==> src/rtl/fetch_buffer.sv <==
// fetch_buffer: instruction queue between instruction memory and decode.
// Circular buffer of {address, instruction} pairs. The buffer empties in one
// cycle on a flush, and wrong-path fetches are dropped for FLUSH_SHADOW
// cycles after it.
// Optional feature macro FETCH_BUFFER_BYPASS_EN: when the buffer is empty and
// decode is not stalled, an accepted fetch goes straight to out_* in the same
// cycle instead of being written.
module fetch_buffer #(
  parameter int DEPTH        = 4,
  parameter int FLUSH_SHADOW = 1
) (
  input  logic                     clock,
  input  logic                     reset,
  input  logic                     in_valid,
  input  logic [31:0]              in_instruction,
  input  logic [31:0]              in_addr,
  output logic                     in_ready,
  input  logic                     stall,
  input  logic                     do_flush,
  output logic                     out_valid,
  output logic [31:0]              out_instruction,
  output logic [31:0]              out_addr,
  output logic [$clog2(DEPTH):0]   count,
  output logic                     overflow
);

  localparam int PW = $clog2(DEPTH);
  localparam int CW = PW + 1;
  localparam logic [31:0] NOP = 32'h00000013;

  logic [31:0]   mem_instr [DEPTH];
  logic [31:0]   mem_addr  [DEPTH];
  logic [PW-1:0] head;
  logic [PW-1:0] tail;
  logic [CW-1:0] count_q;
  logic [1:0]    shadow;
  logic          overflow_q;

  logic shadow_active;
  logic full;
  logic empty;
  logic accept;
  logic bypass;
  logic pop;
  logic write;
  logic drop;

  // Decide what happens at the coming edge: pop, write, bypass or drop.
  always_comb begin
    shadow_active = (shadow != 2'd0);
    full          = (count_q == CW'(DEPTH));
    empty         = (count_q == '0);
    accept        = in_valid & ~shadow_active & ~do_flush;
    pop           = ~empty & ~stall & ~do_flush;
`ifdef FETCH_BUFFER_BYPASS_EN
    bypass        = accept & empty & ~stall;
`else
    bypass        = 1'b0;
`endif
    write         = accept & ~bypass & (~full | pop);
    drop          = accept & full & ~pop;
  end

  // Control state: pointers, occupancy, shadow window and sticky overflow.
  always_ff @(posedge clock or posedge reset) begin
    if (reset) begin
      head       <= '0;
      tail       <= '0;
      count_q    <= '0;
      shadow     <= 2'd0;
      overflow_q <= 1'b0;
    end else if (do_flush) begin
      head    <= '0;
      tail    <= '0;
      count_q <= '0;
      shadow  <= 2'(FLUSH_SHADOW);
    end else begin
      if (shadow_active) shadow <= shadow - 2'd1;
      if (pop)           head   <= head + 1'b1;
      if (write)         tail   <= tail + 1'b1;
      if (write && !pop)      count_q <= count_q + 1'b1;
      else if (pop && !write) count_q <= count_q - 1'b1;
      if (drop) overflow_q <= 1'b1;
    end
  end

  // Storage is data only; its contents are meaningless until written.
  always_ff @(posedge clock) begin
    if (write) begin
      mem_instr[tail] <= in_instruction;
      mem_addr[tail]  <= in_addr;
    end
  end

  // Head presentation: stored entry, else bypassed input, else NOP/0.
  always_comb begin
    out_valid       = ~empty | bypass;
    out_instruction = NOP;
    out_addr        = '0;
    if (!empty) begin
      out_instruction = mem_instr[head];
      out_addr        = mem_addr[head];
    end else if (bypass) begin
      out_instruction = in_instruction;
      out_addr        = in_addr;
    end
  end

  assign in_ready = (count_q <= CW'(DEPTH - 2));
  assign count    = count_q;
  assign overflow = overflow_q;

endmodule

==> config.mk <==
export PLATFORM = sky130hd
export DESIGN_NAME = fetch_buffer
export DESIGN_NICKNAME = d
export VERILOG_FILES = /design/src/rtl/fetch_buffer.sv
export SDC_FILE = /design/constraint.sdc
export NUM_CORES = 1
export LEC_CHECK = 0
export BUFFER_PORTS_ARGS = -buffer_cell sky130_fd_sc_hd__clkbuf_2
export CORE_ASPECT_RATIO = 1.75
export CORE_MARGIN = 2
export CORE_UTILIZATION = 57
export CTS_CLUSTER_SIZE = 40
export DETAILED_ROUTE_END_ITERATION = 8
export PLACE_DENSITY = 0.79
export SYNTH_ARGS = -nofsm -noshare
export SYNTH_HDL_FRONTEND = slang
export SYNTH_SLANG_ARGS = --single-unit
==> constraint.sdc <==
create_clock -name clock -period 7.23 [get_ports clock]
set_input_delay 0.3615 -clock clock [delete_from_list [all_inputs] [get_ports clock]]
set_output_delay 0.3615 -clock clock [all_outputs]
set_load 0.02 [all_outputs]
==> qor.yml, run 1 <==
outcome:
  status: "complete, no violations"
setup_path:
  path_class: "reg -> out"
  cp_data_required_time_ns: 6.87
  critical_path.max_stage_delay_ns: 0.82
  reg2reg_from: "count[0]"
  regToRegSetupSlack_ns: 4.56
  critPathBufInv: 2
  crit_start: "head[0]"
  cp.arrival_ns: 3.05
  crit_fanout: 50
  rr_endpoint: "mem_addr[3][16]"
  start_kind: "flop"
  cp-end-kind: "output port"
  path_delay_family: "buffers and inverters"
  reg2regPathDepth: 4
  crit_chain: "buf_4, mux4_2, or2_1, clkbuf_2"
  crit_slowest_cell: "buf_4"
drt:
  wl_per_cell_um: 21.7
  ant_nets: 0
  viasPerCell: 5.71
  drc: 0
  first_iter_violations: 265
  via_count: 4988
  wl_um: 18900
  dr.pass1.iters: 4
power_and_ir_drop:
  clockPowerShare_pct: 28.5
  p_leak_nw: 4.10
  power_frac_comb_pct: 29.5
  swShare_pct: 31.1
  vdd_drop_max_mv: 0.265
  seq_power_share_pct: 42.0
  p_per_area_mw_per_mm2: 360
  p_switching_mw: 1.34
  p_int_mw: 2.98
grt:
  grt_first_pass_wirelength_um: 28900
  use_met1_pct: 24.1
  antenna_found_initial: 0
  busiest_layer: "met2"
  grt_pass1_vias: 5293
  met2_usage_pct: 34.1
  track_usage_pct: 19.7
  use_met3_pct: 3.14
  overflow: 0
  grt_max_degree: 65
synthesis:
  seq_area_frac_synth_pct: 76.8
  synth_common_cells: "edfxtp_1, and2_1, mux4_2"
  yosysMostFrequentCell: "edfxtp_1"
  yosys.area.top_type: "edfxtp_1"
  syn_nets: 553
  synthCells: 478
  yosys_warnings: 0
  synth.area.top_cells: "edfxtp_1, mux4_2, and2_1"
  ys_ff_latch: 266
  avgSynthCellArea_um2: 21.6
  synth_top_area_share_pct: 74.4
  async_reset_ff_share_pct: 3.76
  yosys_most_used_dff: "edfxtp_1"
  yosysUniqueCellTypes: 33
  synth_area_mm2: 0.0103
  synth_enable_flop_cells: 256
final_layout:
  fin_cells: 873
  antenna_cells: 0
  area_delta_synth_final_pct: 16.0
  layout.nets: 697
  drive_above_1_share_pct: 39.7
clocking:
  numCtsBuffers: 23
  cts_tree: "done"
  cts_buffer_depth: 3
  htree_levels: 1
  postCtsResizedCells: 0
  worstSkewPairLatency_ns: 0.50
  postCtsSetupBuffers: 0
  clk_pin_slew_ns: 0.07
  root_buffer: "clkbuf_16"
  cts_sinks: 266
  cts_hold_buf: 1
place:
  gp_congestion: 0.720
  post-place-cells: 830
  place_hpwl_um: 11200
  numPortBuffers: 138
sta:
  setup_tns_ns: 0
  hold_violations: 0
  period_share_pct: 47.1
  fin_skew_ns: 0.00658
  fin_hold_ws_ns: 0.0718
  relSlewSlack_pct: 31.8
  setup_viol: 0
  fin_crit_ns: 3.41
  fmax_mhz: 293
  worst_slew_pin_slew_ns: 1.02
  rsz0062_at_grt: "false"
  slew_violations: 0
worst_hold_path:
  min_to: "mem_addr[0][11]"
  hold_class: "in -> reg"
  min_from: "in_addr[11]"
  whs_path_depth: 1
floorplan:
  initial_core_util_pct: 57.8
  die_w_um: 106
  pin_count: 139
  row_count: 65
  die_area_mm2: 0.0193
  die_h_um: 182
  design.core.area_mm2: 0.0179
run:
  drv_cap: 0
-- cell type report --
cell class / count / area [µm²]
sequential: 266 / 7940
clock inverter: 19 / 194
timing repair buffer: 142 / 723
multi-input combinational: 181 / 2240
fill: 1185 / 5890
tap: 234 / 293
clock buffer: 23 / 576
inverter: 8 / 30.0
-- worst max-delay path by stage --
stage               cells past startpoint                  to  slack, ns
detailed placement                      4  out_instruction[0]       4.26
floorplan                               4      mem_addr[0][0]       4.10
global placement                        4  out_instruction[0]       4.26
global route                            4  out_instruction[0]       3.56
CTS                                     4  out_instruction[0]       3.72
finish                                  4  out_instruction[0]       3.82
-- state kept, by name, summed over array words and instances (netlist names) --
signal     flops
shadow         2
overflow       1
tail           2
mem_addr     128
mem_instr    128
count          3
head           2
-- cell families (layout without fill, tap and decap cells) --
group / after synthesis / after routing / synth area share [%]
mux: 66 / 66 / 14.2
buf+inv: 31 / 192 / 1.66
flops: 266 / 266 / 76.8
simple gates: 94 / 94 / 5.46
compound gates: 10 / 10 / 0.653
fa+ha+maj: 6 / 6 / 0.799
xor+xnor: 5 / 5 / 0.496
-- layout by cell type (no fill, tap or decap), types with 2 or more instances in the layout --
cell and n:
edfxtp_1 256, clkbuf_2 138, mux4_2 64, and2_1 62
clkbuf_16 23, nor2_1 13, dfrtp_1 8, inv_1 7
ha_1 5, clkinvlp_4 5, clkinv_1 4, and2_4 4
a21oi_1 4, clkinv_2 4, xnor2_1 3, or2_1 3
bufinv_16 3, buf_4 3, nor3_1 2, mux2_1 2
a21o_1 2, inv_6 2, clkinv_4 2
-- per-layer routing --
layer	part of all wire [%]	up-vias
met5	0	-
met4	4.9	0
met3	4.9	59
met2	53	170
met1	37	2556
li1	-	2203
-- metrics by stage --
step | instance area (µm²) | setup slack (ns) | util [%] | power (mW)
2_1_floorplan | 10300 | 4.10 | - | 2.76
3_3_place_gp | 11200 | 4.26 | 62.7 | 3.10
3_5_place_dp | 11200 | 4.26 | 62.7 | 3.14
4_1_cts | 12000 | 3.72 | 67.1 | 4.37
5_1_grt | 12000 | 3.56 | 67.1 | 4.50
6_report | 12000 | 3.82 | 67.1 | 4.32
-- power by group through the flow --
stage	Combinational, mW	Clock, mW	Sequential (mW)
final	1.27	1.23	1.82
after detailed placement	1.29	0	1.85
after global placement	1.26	0	1.84
after CTS	1.30	1.26	1.82
after floorplan	0.935	0	1.82
after global routing	1.36	1.31	1.83
Note: power is estimated with default switching activity, not from simulation.
==> inputs of run 2 (changes only) <==
--- a/config.mk
+++ b/config.mk
@@ -8,10 +8,10 @@
 export BUFFER_PORTS_ARGS = -buffer_cell sky130_fd_sc_hd__clkbuf_2
 export CORE_ASPECT_RATIO = 1.75
 export CORE_MARGIN = 2
-export CORE_UTILIZATION = 57
+export CORE_UTILIZATION = 52
 export CTS_CLUSTER_SIZE = 40
 export DETAILED_ROUTE_END_ITERATION = 8
-export PLACE_DENSITY = 0.79
+export PLACE_DENSITY = 0.76
 export SYNTH_ARGS = -nofsm -noshare
 export SYNTH_HDL_FRONTEND = slang
 export SYNTH_SLANG_ARGS = --single-unit
==> constraint.sdc (replaced) <==
create_clock -name clock -period 2.8 [get_ports clock]
set_input_delay 0.14 -clock clock [delete_from_list [all_inputs] [get_ports clock]]
set_output_delay 0.14 -clock clock [all_outputs]
set_load 0.02 [all_outputs]
==> run 2 against run 1 <==
Net effect: design area increased by 7.1%; critical endpoint is now out_addr[28]; setup slack got worse by 3.5 ns; die area is 9.3% higher; clock power is 140% higher; global-route usage fell by 0.42 points; register-to-register slack got worse by 4.1 ns.
==> qor.yml, run 2 (synthesis gave the netlist of run 1 again) <==
sta:
  period_share_pct: 89.1
  rsz0062_at_grt: "false"
  setup_viol: 0  # unchanged
  slew_violations: 0  # unchanged
  worst_slew_pin_slew_ns: 0.451  # -0.572 ns
  fin_crit_ns: 2.49
  setup_tns_ns: 0  # unchanged
  relSlewSlack_pct: 69.7  # +38 points
  hold_violations: 0  # unchanged
  fmax_mhz: 401
  fin_skew_ns: 0.0135  # +0.00689 ns
final_layout:
  area_delta_synth_final_pct: 24.3
  n_fill_cell: 1259  # +6.2%
  regArea_mm2: 0.00795  # about the same
  fin_util_pct: 65.4  # -1.7 points
  layout.nets: 776  # +11%
  final_cell_mix: "edfxtp_1, clkbuf_2, dlygate4sd3_1"
  final_common_cell: "edfxtp_1"
  multi_input_area_mm2: 0.00224  # unchanged
  drive_above_1_share_pct: 36.4  # -3.3 points
place:
  numPortBuffers: 138  # unchanged
  gp_congestion: 0.794  # +10%
  place_hpwl_um: 12500  # +12%
clocking:
  numCtsBuffers: 22  # -4.3%
  htree_levels: 1  # unchanged
  clk_pin_slew_ns: 0.07  # about the same
  postCtsResizedCells: 0  # unchanged
  cts_buffer_depth: 3  # unchanged
  cts_tree: "done"
  cts_sinks: 266  # unchanged
  worstSkewPairLatency_ns: 0.50  # about the same
  root_buffer: "clkbuf_16"
drt:
  viasPerCell: 5.52  # -3.4%
  via_count: 5314  # +6.5%
  dr.pass1.iters: 6  # +2
  first_iter_violations: 400  # +51%
  drc: 0  # unchanged
  ant_nets: 0  # unchanged
  wl_um: 20500  # +8.5%
  wl_per_cell_um: 21.3  # -1.7%
setup_path:
  cp-end-kind: "output port"
  crit_fanout: 14  # -72%
  reg2regPathDepth: 6  # +2
  reg2reg_from: "shadow[0]"
  rr_endpoint: "mem_instr[0][5]"
  cp_data_required_time_ns: 2.66  # -4.21 ns
  cp.arrival_ns: 2.35  # -0.70 ns
  path_class: "reg -> out"
  start_kind: "flop"
  regToRegSetupSlack_ns: 0.45  # -4.11 ns
floorplan:
  row_count: 68  # +4.6%
  design.core.area_mm2: 0.0197  # +9.8%
  initial_core_util_pct: 52.6  # -5.2 points
  die_area_mm2: 0.0211  # +9.3%
  pin_count: 139  # unchanged
  die_w_um: 111  # +4.5%
  die_h_um: 191  # +4.6%
power_and_ir_drop:
  vdd_drop_max_mv: 0.801  # +200%
  p_per_area_mw_per_mm2: 875  # +140%
  p_leak_nw: 4.47  # +8.9%
grt:
  grt_pass1_vias: 5775  # +9.1%
  grt_first_pass_wirelength_um: 31700  # +9.6%
  antenna_found_initial: 1  # +1
  overflow: 0  # unchanged
  track_usage_pct: 19.3  # -0.42 points
  grt_max_degree: 38  # -42%
worst_hold_path:
  min_to: "count[2]"
  whs_path_depth: 4  # +3
  hold_class: "in -> reg"
  min_from: "in_valid"
run:
  drv_cap: 0  # unchanged
outcome:
  status: "complete, no violations"
run 2: cell types whose count changed in the layout (fill, tap and decap cells not counted), moves of 3 or more:
cell,previous run,this run
buf_12,0,9
buf_4,3,8
clkbuf_1,0,3
clkinv_1,4,7
clkinvlp_4,5,1
dlygate4sd3_1,1,66
run 2: stage by stage:
stage	power [mW]	instances	setup slack, ns	cell area [µm²]	hold slack (ns)
2_1_floorplan	7.12	478	0.362	10300	-0.0198
3_3_place_gp	8.20	855	0.539	11500	0.123
3_5_place_dp	8.26	855	0.441	11500	0.141
4_1_cts	11.3	961	0.0775	12800	0.0934
5_1_grt	11.7	963	0.198	12900	0.145
6_report	11.2	963	0.306	12900	0.114
run 2: final cells by class:
type,count,share of cell area (%)
Inverter,8,0.234
Timing Repair Buffer,222,12.6
Tap cell,245,2.39
Clock buffer,26,4.57
Clock inverter,14,0.944
Multi-Input combinational cell,181,17.4
Antenna cell,1,0.0195
Sequential cell,266,61.8
run 2: timing repair:
action / CTS / global route
hold endpoints to repair: 268 / 0
setup endpoints to repair: 0 / 1
buffers inserted: 0 / 1
hold buffers: 66 / 0
run 2: power breakdown:
part / total, mW / switching (mW) / internal, mW / leakage [nW]
Combinational: 3.56 / 2.02 / 1.54 / 1.69
Sequential: 4.69 / 0.151 / 4.54 / 2.44
Clock: 2.99 / 1.30 / 1.69 / 0.342
Total: 11.2 / 3.47 / 7.77 / 4.47
run 2: layer usage:
layer | up-vias | part of all wire [%] | GRT usage, %
li1 | 2367 | - | -
met1 | 2720 | 38 | 24.7
met2 | 185 | 54 | 34.0
met3 | 42 | 4.5 | 2.54
met4 | 0 | 3.3 | 7.26
met5 | - | 0 | 0
run 2: how the worst max path moves through the flow:
stage               from                  end  slack (ns)  cells past startpoint
2_1_floorplan   count[0]       mem_addr[0][0]        0.36                      4
5_1_grt          head[0]  out_instruction[17]        0.20                      4
4_1_cts          head[0]  out_instruction[17]        0.08                      4
3_5_place_dp   shadow[0]     mem_instr[0][22]        0.44                      6
3_3_place_gp   shadow[0]     mem_instr[0][18]        0.54                      6
6_report         head[0]         out_addr[28]        0.31                      4
run 2: critical path, cell delays in order (launching register included):
cell	delay (ns)
dfrtp_4	0.62
buf_4	0.34
mux4_2	0.52
and2_1	0.20
clkbuf_2	0.16
